===== src/rtl/gan_host_loader.sv =====
// ============================================================================
// Module   : gan_host_loader
// Purpose  : Host-side initiator: streams N_X+N_W+N_B parameter words into the
//            GAN core register file, pulses start, then re-emits N_Y results.
//            Optional macro GAN_HOST_CHECKSUM_EN appends a modular-sum word.
// Revision : 1.0 - initial release
// ============================================================================
`default_nettype none

module gan_host_loader #(
   parameter int WIDTH   = 28,
   parameter int N_X     = 4,
   parameter int N_W     = 54,
   parameter int N_B     = 19,
   parameter int N_Y     = 4,
   parameter int TIMEOUT = 255
) (
   input  logic             clk,
   input  logic             rst,
   input  logic [WIDTH-1:0] in_data,
   input  logic             in_valid,
   output logic             in_ready,
   output logic [7:0]       gan_addr,
   output logic [WIDTH-1:0] gan_data,
   output logic             gan_we,
   output logic             gan_start,
   input  logic [WIDTH-1:0] gan_data_out,
   input  logic             gan_data_valid,
   output logic [WIDTH-1:0] out_data,
   output logic             out_valid,
   input  logic             out_ready,
   output logic             busy,
   output logic             done,
   output logic             err
);

   localparam int N_TOT = N_X + N_W + N_B;
   localparam int CW    = 9;
   localparam int KW    = $clog2(N_Y + 2);
   localparam int KIW   = (N_Y > 1) ? $clog2(N_Y) : 1;
   localparam int TW    = (TIMEOUT > 0) ? $clog2(TIMEOUT + 1) : 1;
`ifdef GAN_HOST_CHECKSUM_EN
   localparam int N_OUT = N_Y + 1;
`else
   localparam int N_OUT = N_Y;
`endif

   typedef enum logic [2:0] {
      S_IDLE  = 3'd0,
      S_LOAD  = 3'd1,
      S_START = 3'd2,
      S_WAIT  = 3'd3,
      S_DRAIN = 3'd4
   } state_t;

   state_t           state_q, state_d;
   logic [CW-1:0]    cnt_q, cnt_d;
   logic [KW-1:0]    k_q, k_d;
   logic [KW-1:0]    rd_q, rd_d;
   logic [TW-1:0]    wcnt_q, wcnt_d;
   logic [7:0]       addr_q, addr_d;
   logic [WIDTH-1:0] wdata_q, wdata_d;
   logic             we_q, we_d;
   logic             start_q, start_d;
   logic             done_q, done_d;
   logic             err_q, err_d;
   logic [WIDTH-1:0] rbuf_q [N_Y];
   logic             cap;

   // The final write cycle stays in LOAD but no longer accepts words.
   assign in_ready  = (state_q == S_IDLE) || ((state_q == S_LOAD) && (cnt_q != CW'(N_TOT)));
   assign cap       = (state_q == S_WAIT) && gan_data_valid;
   assign gan_addr  = addr_q;
   assign gan_data  = wdata_q;
   assign gan_we    = we_q;
   assign gan_start = start_q;
   assign busy      = (state_q != S_IDLE);
   assign done      = done_q;
   assign err       = err_q;
   assign out_valid = (state_q == S_DRAIN);

   always_comb begin
      state_d = state_q;
      cnt_d   = cnt_q;
      k_d     = k_q;
      rd_d    = rd_q;
      wcnt_d  = wcnt_q;
      addr_d  = addr_q;
      wdata_d = wdata_q;
      we_d    = 1'b0;
      start_d = 1'b0;
      done_d  = 1'b0;
      err_d   = err_q;
      case (state_q)
         S_IDLE: begin
            if (in_valid) begin
               err_d   = 1'b0;
               we_d    = 1'b1;
               addr_d  = 8'd0;
               wdata_d = in_data;
               cnt_d   = CW'(1);
               state_d = S_LOAD;
            end
         end
         S_LOAD: begin
            if (cnt_q == CW'(N_TOT)) begin
               start_d = 1'b1;
               state_d = S_START;
            end else if (in_valid) begin
               we_d    = 1'b1;
               addr_d  = cnt_q[7:0];
               wdata_d = in_data;
               cnt_d   = cnt_q + 1'b1;
            end
         end
         S_START: begin
            k_d     = '0;
            rd_d    = '0;
            wcnt_d  = '0;
            state_d = S_WAIT;
         end
         S_WAIT: begin
            wcnt_d = wcnt_q + 1'b1;
            if (gan_data_valid) k_d = k_q + 1'b1;
            if (gan_data_valid && (k_q == KW'(N_Y - 1))) begin
               state_d = S_DRAIN;
            end else if ((TIMEOUT != 0) && (wcnt_q == TW'(TIMEOUT - 1))) begin
               err_d   = 1'b1;
               state_d = S_IDLE;
            end
         end
         S_DRAIN: begin
            if (out_ready) begin
               rd_d = rd_q + 1'b1;
               if (rd_q == KW'(N_OUT - 1)) begin
                  done_d  = 1'b1;
                  state_d = S_IDLE;
               end
            end
         end
         default: state_d = S_IDLE;
      endcase
   end

   always_ff @(posedge clk) begin
      if (rst) begin
         state_q <= S_IDLE;
         cnt_q   <= '0;
         k_q     <= '0;
         rd_q    <= '0;
         wcnt_q  <= '0;
         addr_q  <= '0;
         wdata_q <= '0;
         we_q    <= 1'b0;
         start_q <= 1'b0;
         done_q  <= 1'b0;
         err_q   <= 1'b0;
      end else begin
         state_q <= state_d;
         cnt_q   <= cnt_d;
         k_q     <= k_d;
         rd_q    <= rd_d;
         wcnt_q  <= wcnt_d;
         addr_q  <= addr_d;
         wdata_q <= wdata_d;
         we_q    <= we_d;
         start_q <= start_d;
         done_q  <= done_d;
         err_q   <= err_d;
      end
   end

   // Result storage needs no reset: it is only read in DRAIN after N_Y captures.
   always_ff @(posedge clk) begin
      if (cap) rbuf_q[k_q[KIW-1:0]] <= gan_data_out;
   end

`ifdef GAN_HOST_CHECKSUM_EN
   logic [WIDTH-1:0] sum_q;

   always_ff @(posedge clk) begin
      if (rst || (state_q == S_START)) sum_q <= '0;
      else if (cap)                    sum_q <= sum_q + gan_data_out;
   end
`endif

   always_comb begin
      out_data = '0;
      if (state_q == S_DRAIN) begin
`ifdef GAN_HOST_CHECKSUM_EN
         if (rd_q == KW'(N_Y)) out_data = sum_q;
         else
`endif
         out_data = rbuf_q[rd_q[KIW-1:0]];
      end
   end

endmodule

`default_nettype wire

===== config.mk =====
export PLATFORM = sky130hd
export DESIGN_NAME = gan_host_loader
export DESIGN_NICKNAME = d
export VERILOG_FILES = /design/src/rtl/gan_host_loader.sv
export SDC_FILE = /design/constraint.sdc
export NUM_CORES = 1
export LEC_CHECK = 0
export CAP_MARGIN = 0
export CORE_MARGIN = 1.5
export CORE_UTILIZATION = 25
export DETAILED_ROUTE_END_ITERATION = 7
export SLEW_MARGIN = 15
export SYNTH_ARGS = -nofsm -noshare
export SYNTH_HDL_FRONTEND = slang
export SYNTH_SLANG_ARGS = --single-unit

===== constraint.sdc =====
create_clock -name clk -period 3.1 [get_ports clk]
set_input_delay 0.465 -clock clk [delete_from_list [all_inputs] [get_ports clk]]
set_output_delay 0.465 -clock clk [all_outputs]
set_load 0.005 [all_outputs]

Yosys cells after proc, flatten, opt, wreduce, memory -nomap -nowiden
Memories as Yosys holds them, arrays and structs flattened. A register that Yosys moved wholly into a read port is not among the register bits.
Cells that the tools add are included.
{ "word_totals": {"out_inout_bits": 71, "wordCells": 93, "inputBits": 61, "register_bits": 66, "n_memories": 1, "mem_bits_rw": 112} }
{ "mem_list": {"columns": ["name", "depth", "width", "rd", "rd_clocked_by_memory_dff", "write_ports", "line", "source"], "rows": [
  ["rbuf_q", 4, 28, 1, 1, 1, "67", "logic [WIDTH-1:0] rbuf_q [N_Y];"]
]} }
{ "op_classes": {"n_bitwise": 3, "addsub": 4, "n_eq_ne": 19, "muxes": 37, "reduce_logical": 18} }
{ "ops": {"columns": ["cell", "count"], "rows": [
  ["28-bit two-way mux", 3],
  ["28-bit one-hot mux with 2 select lines", 1],
  ["8-bit one-hot mux with 2 select lines", 2],
  ["9-bit two-way mux", 3],
  ["3-bit two-way mux", 8],
  ["8-bit two-way mux", 3],
  ["9-bit one-hot mux with 2 select lines", 1],
  ["3-bit one-hot mux with 5 select lines", 1],
  ["3-bit by 2-bit == test with 1-bit output (second input constant)", 4],
  ["3-bit one-hot mux with 2 select lines", 2],
  ["2-bit != test (second input constant)", 5],
  ["9-bit by 1-bit adder with 9-bit output (second input constant)", 1],
  ["9-bit by 7-bit == test with 1-bit output (second input constant)", 1],
  ["1-bit two-way mux", 9],
  ["9-bit by 7-bit != test with 1-bit output (second input constant)", 1],
  ["8-bit by 1-bit adder with 8-bit output (second input constant)", 1],
  ["8-bit == test (second input constant)", 1],
  ["2-bit by 1-bit != test with 1-bit output (second input constant)", 4],
  ["4-bit AND reduction", 2],
  ["2-bit nonzero test", 4],
  ["3-bit by 1-bit adder with 3-bit output (second input constant)", 2],
  ["2-bit AND reduction", 3],
  ["5-bit AND reduction", 1],
  ["2-bit two-way mux", 2],
  ["other kinds (11)", 16]
]} }

Longest topological paths before layout
Gate-level depths: netlist of run 1.
{ "logic_depth": {"depth_word": 5, "mapped_depth": 7, "ltp_nobuf": 6} }

Worst setup path before layout of run 1
Ideal clock, no wire load.
{ "synth_timing": {"path_kind": "register to output", "start": "reg with a tool-made name", "end": "out out_data[10]", "path_buffers": 2, "stages_incl_launch_ff": 5, "required_ns": 2.635, "slack_ns": 1.054, "arrival_time_ns": 1.581, "path_cell_list": "dfxtp_1 -> buf_2 -> buf_2 -> mux4_2 -> and3_1"} }
{ "synth_lines": {"columns": ["element", "line", "source"], "rows": [
  ["to (decl)", "29", "output logic [WIDTH-1:0] out_data,"]
]} }

==> metrics.md, run 1 <==
| Metric | Value |
|---|---|
| Number of synthesized flops with an enable pin | `112` |
| DR pass1 iterations | `4` |
| Layout area overhead | `33.1%` |
| Die height | `172 um` |
| Synth cell count leaders | `edfxtp_1 (112), dfxtp_1 (68), nor2_1 (54), and3_1 (35), mux2i_1 (29)` |
| Min cycle time layout | `2.90 ns` |
| CP endpoint kind | `primary output` |
| Setup Crit Path Kind | `reg2out` |
| GRT Total Usage | `11.6%` |
| Avg Inst Size Synth | `14.5 um^2` |
| Clk sinks | `between 150 and 200` |
| Fin Setup TNS | `0 ns` |
| Via/cell ratio | `4.34` |
| Routed WL | `16.4 mm` |
| Flops & latches, synth | `180` |
| Actual slew at the worst max-slew pin | `about 0.54 ns` |
| Port Buffers | `131` |
| Final Cycle Share | `93.4%` |
| Die area | `29500 um^2` |
| CTS tree | `built` |
| Antenna violations before repair | `0` |
| Htree depth | `4` |
| Maxcap violations | `0` |
| Final Skew | `0.0146 ns` |
| Routed Antenna Nets | `0` |
| GR Overflow Total | `0` |
| Max_slew headroom | `64.2%` |
| Unrepaired setup endpoints after global routing | `no` |
| Yosys warning total | `0` |
| DR vias | `4408` |
| Critical Path Source Type | `register` |
| Core ar. | `27900 um^2` |
| Nets | `696` |
| P_leak | `~3.3 nW` |
| Synthesized net count | `562` |
| Req. time, crit path | `2.63 ns` |
| Initial Utilization | `25.5%` |
| Remaining DRCs | `0` |
| Crit path DAT | `2.43 ns` |
| Detailed Place HPWL | `10.3 mm` |
| Global-route wire length before repair | `25.5 mm` |
| Clock-pin slew on the worst setup and hold paths | `0.07 ns` |
| Initial DRC Count | `209` |
| Share of cells above drive strength 1 | `between 10% and 20%` |
| Post-CTS sizing | `0` |
| Vias in the first global route | `4518` |
| Gate Count Post-Synth | `490` |
| Netlist cell types | `48` |
| WL/cell | `16.1 um` |
| Post-CTS setup buffer count | `0` |
| Routability Congestion | `between 0.7 and 0.8` |
| IO Pins | `~130` |
| Outcome | `completed` |
| Ys flop type | `edfxtp_1` |
| Row count | `between 60 and 70` |
| Most frequent cell after synthesis | `edfxtp_1` |
| Worst-Skew Late Latency | `roughly 0.43 ns` |
| Synthesized area | `7110 um^2` |
| CTS max path bufs | `2` |
| CTS Buf Count | `17` |
| Worst hold margin | `0.461 ns` |
| Clock Root Buffer | `clkbuf_16` |
| Power per Cell Area | `526 nW/um^2` |
| Largest net degree at the start of global routing | `44` |
| Area leader, netlist | `edfxtp_1` |
| Sequential element share of the synthesized area | `66.4%` |
| # setup viols final | `0` |
| Slew Limit Fails | `0` |
| Diode count | `0` |
| Async S/R FF share, synth | `0%` |
| Die X-Extent | `172 um` |
| Worst-path fanout max | `20` |
| Synth area leaders | `edfxtp_1 (47%), dfxtp_1 (19%), mux4_2 (8.9%)` |
| # hold bufs at CTS | `0` |
| Share of the synthesized area in the top cell type | `47.3%` |
| Hold Violations, Final | `0` |
| VDD IR max | `approximately 0.00024 V` |
| Hold Crit Class | `reg2reg` |
| Maximum clock rate | `between 0.3 and 0.4 GHz` |
==> stage by stage <==
| step | cell area, um^2 | worst slack [ns] | total power [W] | util, % | std cells |
|---|---|---|---|---|---|
| 3_3_place_gp | 8880 | 0.584 | 0.00287 | 31.9 | 983 |
| 6_report | 9470 | 0.204 | 0.00498 | 34.0 | 1015 |
| 5_1_grt | 9470 | 0.0509 | 0.00517 | 34.0 | 1015 |
| 4_1_cts | 9470 | 0.118 | 0.00506 | 34.0 | 1015 |
| 3_5_place_dp | 8880 | 0.544 | 0.00288 | 31.9 | 983 |
| 2_1_floorplan | 7110 | 1.05 | 0.00271 | - | 490 |
==> power by group <==
group	internal, W	switching, W
combinational	0.000141	0.0000983
clock	0.00115	0.00101
sequential	0.00256	0.0000187
==> flip-flops by register name, indices dropped and copies added (netlist names), named ones only <==
register   count
k_q            3
done           1
gan_addr       8
gan_start      1
err            1
gan_we         1
gan_data      28
state_q        3
wcnt_q         8
rd_q           3
rbuf_q       112
cnt_q          9
==> final timing paths <==
check	from	endpoint	slack [ns]	depth (start not counted)
hold / removal	gan_addr[7]	gan_addr[7]	0.46	2
setup reg to reg	state_q[0]	cnt_q[7]	0.87	4
hold reg to reg	gan_addr[7]	gan_addr[7]	0.46	2
setup / recovery	register	out_data[10]	0.20	4
==> cells by family (layout without fill, tap and decap cells) <==
| logic type | after synthesis | in the layout | share of synthesized area (%) |
|---|---|---|---|
| DFF | 180 | 180 | 66.4 |
| and+or+nand+nor | 153 | 153 | 11.0 |
| xor gates and xnor gates | 6 | 6 | 0.739 |
| muxes | 57 | 57 | 12.9 |
| buffers and inverters | 36 | 183 | 2.34 |
| AOI/OAI and AO/OA | 47 | 47 | 4.63 |
| adders and majority gates | 11 | 11 | 1.93 |
==> cell usage in the layout (no fill, tap or decap), drive strengths merged, types with 2 or more instances in the layout <==
master         Yosys  layout
nor3               3       3
nand2             20      20
nor2              54      54
clkdlybuf4s50      0     131
mux4              28      28
nand3b             2       2
buf                9      11
nand2b             2       2
dfxtp             68      68
and2               5       5
ha                11      11
a31oi              3       3
clkbuf            18      18
and3              35      35
a211oi             4       4
a21oi             15      15
nand3             14      14
nand4              3       3
edfxtp           112     112
inv                9      17
or2                3       3
clkinv             0       5
and4bb             2       2
nor3b              2       2
nor2b              2       2
a22o               5       5
o21ai             11      11
mux2i             29      29
xnor2              5       5
==> cell type report <==
| cell class | count | area [um^2] |
|---|---|---|
| timing repair buffer | 142 | 1420 |
| inverter | 9 | 33.8 |
| sequential | 180 | 4730 |
| clock buffer | 18 | 429 |
| fill | 2743 | 18400 |
| tap | 378 | 473 |
| multi-input combinational | 274 | 2230 |
| clock inverter | 14 | 159 |
==> critical path, stage by stage (launching register included) <==
cell             delay [ns]
dfxtp_2                0.56
buf_12                 0.27
mux4_2                 0.51
and3_1                 0.21
clkdlybuf4s50_1        0.44
==> layer usage <==
metal	part of all wire, %	routed length [um]	GRT usage [%]	vias to the layer above
met5	0	0	0	-
met1	46	7530	14.9	2218
met3	2.6	420	2.16	6
met4	0.95	155	3.89	0
li1	-	-	-	2119
met2	50	8270	19.6	65
No activity file was read; power rests on OpenSTA's default activity.
==> inputs of run 2 (changes only) <==
- CTS_CLUSTER_SIZE: default -> 14
- GPL_TIMING_DRIVEN: default -> 1
==> results of run 2 <==
Final layout, timing and power as in run 1 (identical DEF).
==> inputs of run 3 (changes only) <==
- CTS_CLUSTER_SIZE: 14 -> 12
- PLACE_DENSITY: default -> 0.54
==> metrics.md, run 3 (synthesis gave the netlist of run 1 again) <==
| Metric | Value |
|---|---|
| Global-route wire length before repair | `24.7 mm (-3.2%)` |
| Hold depth | `2 (unchanged)` |
| Switching share of power | `22.3% (-0.25 points)` |
| Clk sinks | `180 (unchanged)` |
| GR Overflow Total | `0 (unchanged)` |
| Final cell count without fillers | `1017 (+0.20%)` |
| Via/cell ratio | `4.29 (-1.2%)` |
| Fin Setup TNS | `0 ns (unchanged)` |
| Layout area overhead | `33.4%` |
| Critical Path Source Type | `register` |
| Die area | `29500 um^2 (unchanged)` |
| Setup Crit Path Kind | `reg2out` |
| Share of cells above drive strength 1 | `13.2% (+0.29 points)` |
| Req. time, crit path | `2.63 ns (about the same)` |
| Wl on met1 | `7.38 mm (-2.0%)` |
| Initial Utilization | `25.5% (unchanged)` |
| Hold Crit Class | `reg2reg` |
| Tot Pwr | `0.00495 W (-0.51%)` |
| Met3 wire len | `752 um (+79%)` |
| Maxcap violations | `0 (unchanged)` |
| Power share of the sequential group | `52.1% (+0.3 points)` |
| Antenna violations before repair | `1 (+1)` |
| Routed WL | `16.2 mm (-1.1%)` |
| Crit-path max cell delay | `0.72 ns (+0.16 ns)` |
| Remaining DRCs | `0 (unchanged)` |
| Unrepaired setup endpoints after global routing | `no` |
| Min-delay src | `gan_addr[7]` |
| Hold Violations, Final | `0 (unchanged)` |
| Max_slew headroom | `59.6% (-4.6 points)` |
| End of the worst register-to-register path | `rbuf_q[2][0]` |
| Maximum clock rate | `0.350 GHz (+1.3%)` |
| Final Skew | `0.00845 ns (-0.00620 ns)` |
| Hold path endpoint | `gan_addr[7]` |
| Max FFs per register | `112 (unchanged)` |
| Min cycle time layout | `2.86 ns (-0.0370 ns)` |
| Commonest cells after routing, fill and taps aside | `clkdlybuf4s50_1 (131), edfxtp_1 (112), dfxtp_1 (66)` |
| Worst-path fanout max | `19 (-5.0%)` |
| # hold bufs at CTS | `0 (unchanged)` |
| Detailed Place HPWL | `10.7 mm (+4.6%)` |
| Worst-path cell chain | `buf_4 > mux4_2 > and3_1 > clkdlybuf4s50_1` |
| CTS max path bufs | `2 (unchanged)` |
| Layout fillers | `2710 (-1.2%)` |
| Post-place instance area | `8900 um^2 (+0.24%)` |
| Post-CTS sizing | `0 (unchanged)` |
| Vias in the first global route | `4355 (-3.6%)` |
| Cell internal pwr | `0.00385 W (-0.19%)` |
| Nets | `697 (+0.14%)` |
| Worst r2r path cells | `3 (-1)` |
| Power per Cell Area | `522 nW/um^2 (-0.72%)` |
| Clk pwr share | `43.1% (-0.3 points)` |
| Htree depth | `4 (unchanged)` |
| CTS Buf Count | `17 (unchanged)` |
| # setup viols final | `0 (unchanged)` |
| Combinational Power Share | `4.8% (about the same)` |
| Top layer in use | `met4` |
| Most common cell after layout, fill and taps aside | `clkdlybuf4s50_1` |
| IO Pins | `132 (unchanged)` |
| Largest net degree at the start of global routing | `44 (unchanged)` |
| CTS tree | `built` |
| Slew Limit Fails | `0 (unchanged)` |
| Setup slack, reg-to-reg | `0.87 ns (about the same)` |
| Port Buffers | `131 (unchanged)` |
| WL/cell | `15.9 um (-1.3%)` |
| Crit path DAT | `2.39 ns (-0.04 ns)` |
| Reg2reg start | `state_q[0]` |
| Routed Antenna Nets | `0 (unchanged)` |
| Critical-path top delay cell | `dfxtp_2` |
| Post-CTS setup buffer count | `0 (unchanged)` |
| Routability Congestion | `0.733 (+2.2%)` |
| Die X-Extent | `172 um (unchanged)` |
| Clock-pin slew on the worst setup and hold paths | `0.07 ns (about the same)` |
| Final Cycle Share | `92.2% (-1.2 points)` |
| VDD IR max | `0.000335 V (+39%)` |
| DR pass1 iterations | `4 (unchanged)` |
| Outcome | `completed` |
| Worst-Skew Late Latency | `0.42 ns (about the same)` |
| Core ar. | `27900 um^2 (unchanged)` |
| DR vias | `4364 (-1.0%)` |
| Actual slew at the worst max-slew pin | `0.605 ns (+0.0704 ns)` |
| Psw | `0.00111 W (-1.6%)` |
| Design Area, Final | `9490 um^2 (+0.21%)` |
| GRT Total Usage | `11.1% (-0.46 points)` |
| P_leak | `3.29 nW (about the same)` |
| Clock Root Buffer | `clkbuf_16` |
| Row count | `61 (unchanged)` |
| CP endpoint kind | `primary output` |
| Die height | `172 um (unchanged)` |
| DP Cell Count | `984 (+0.10%)` |
| Met2 wire length | `7.89 mm (-4.7%)` |
| Initial DRC Count | `287 (+37%)` |
==> run 3: metrics by stage <==
stage	util (%)	setup WS (ns)	hold slack [ns]
after floorplan	-	1.05	0.445
after global placement	32.0	0.613	0.437
after detailed placement	32.0	0.583	0.444
after CTS	34.1	0.182	0.456
after global routing	34.1	0.104	0.464
final	34.1	0.241	0.451
==> run 3: how the worst max path moves through the flow <==
stage	slack [ns]	end	cells after the start	start
detailed placement	0.58	cnt_q[7]	5	rst
CTS	0.18	out_data[27]	4	register
finish	0.24	out_data[27]	4	register
global route	0.10	out_data[27]	4	register
floorplan	1.05	out_data[10]	4	register
global placement	0.61	cnt_q[7]	5	rst
==> run 3: power by group through the flow <==
stage	clock network, W	logic, W	registers [W]
after floorplan	0	0.0000799	0.00263
after global placement	0	0.000241	0.00263
after detailed placement	0	0.000243	0.00264
after CTS	0.00220	0.000244	0.00258
after global routing	0.00230	0.000259	0.00258
final	0.00213	0.000239	0.00258
==> run 3: area by class of cell <==
class,count,area [um^2],share of cell area (%)
well taps,378,473,4.98
flip-flops and latches,180,4730,49.8
multi-input cells,274,2230,23.5
diodes,1,2.50,0.0264
inverters,9,33.8,0.356
clock buffers,17,425,4.48
repair buffers,143,1440,15.2
clock inverters,15,159,1.67
==> run 3: worst max-delay path: cells and delay by family, from the launching register on <==
family	cells	cell delay (ns)
mux	1	0.31
simple gates	1	0.22
buf+inv	2	0.72
flops	1	0.72
==> run 3: per-layer routing <==
layer | GRT usage, % | vias up
li1 | - | 2116
met1 | 14.1 | 2163
met2 | 18.1 | 73
met3 | 3.29 | 12
met4 | 3.59 | 0
met5 | 0 | -
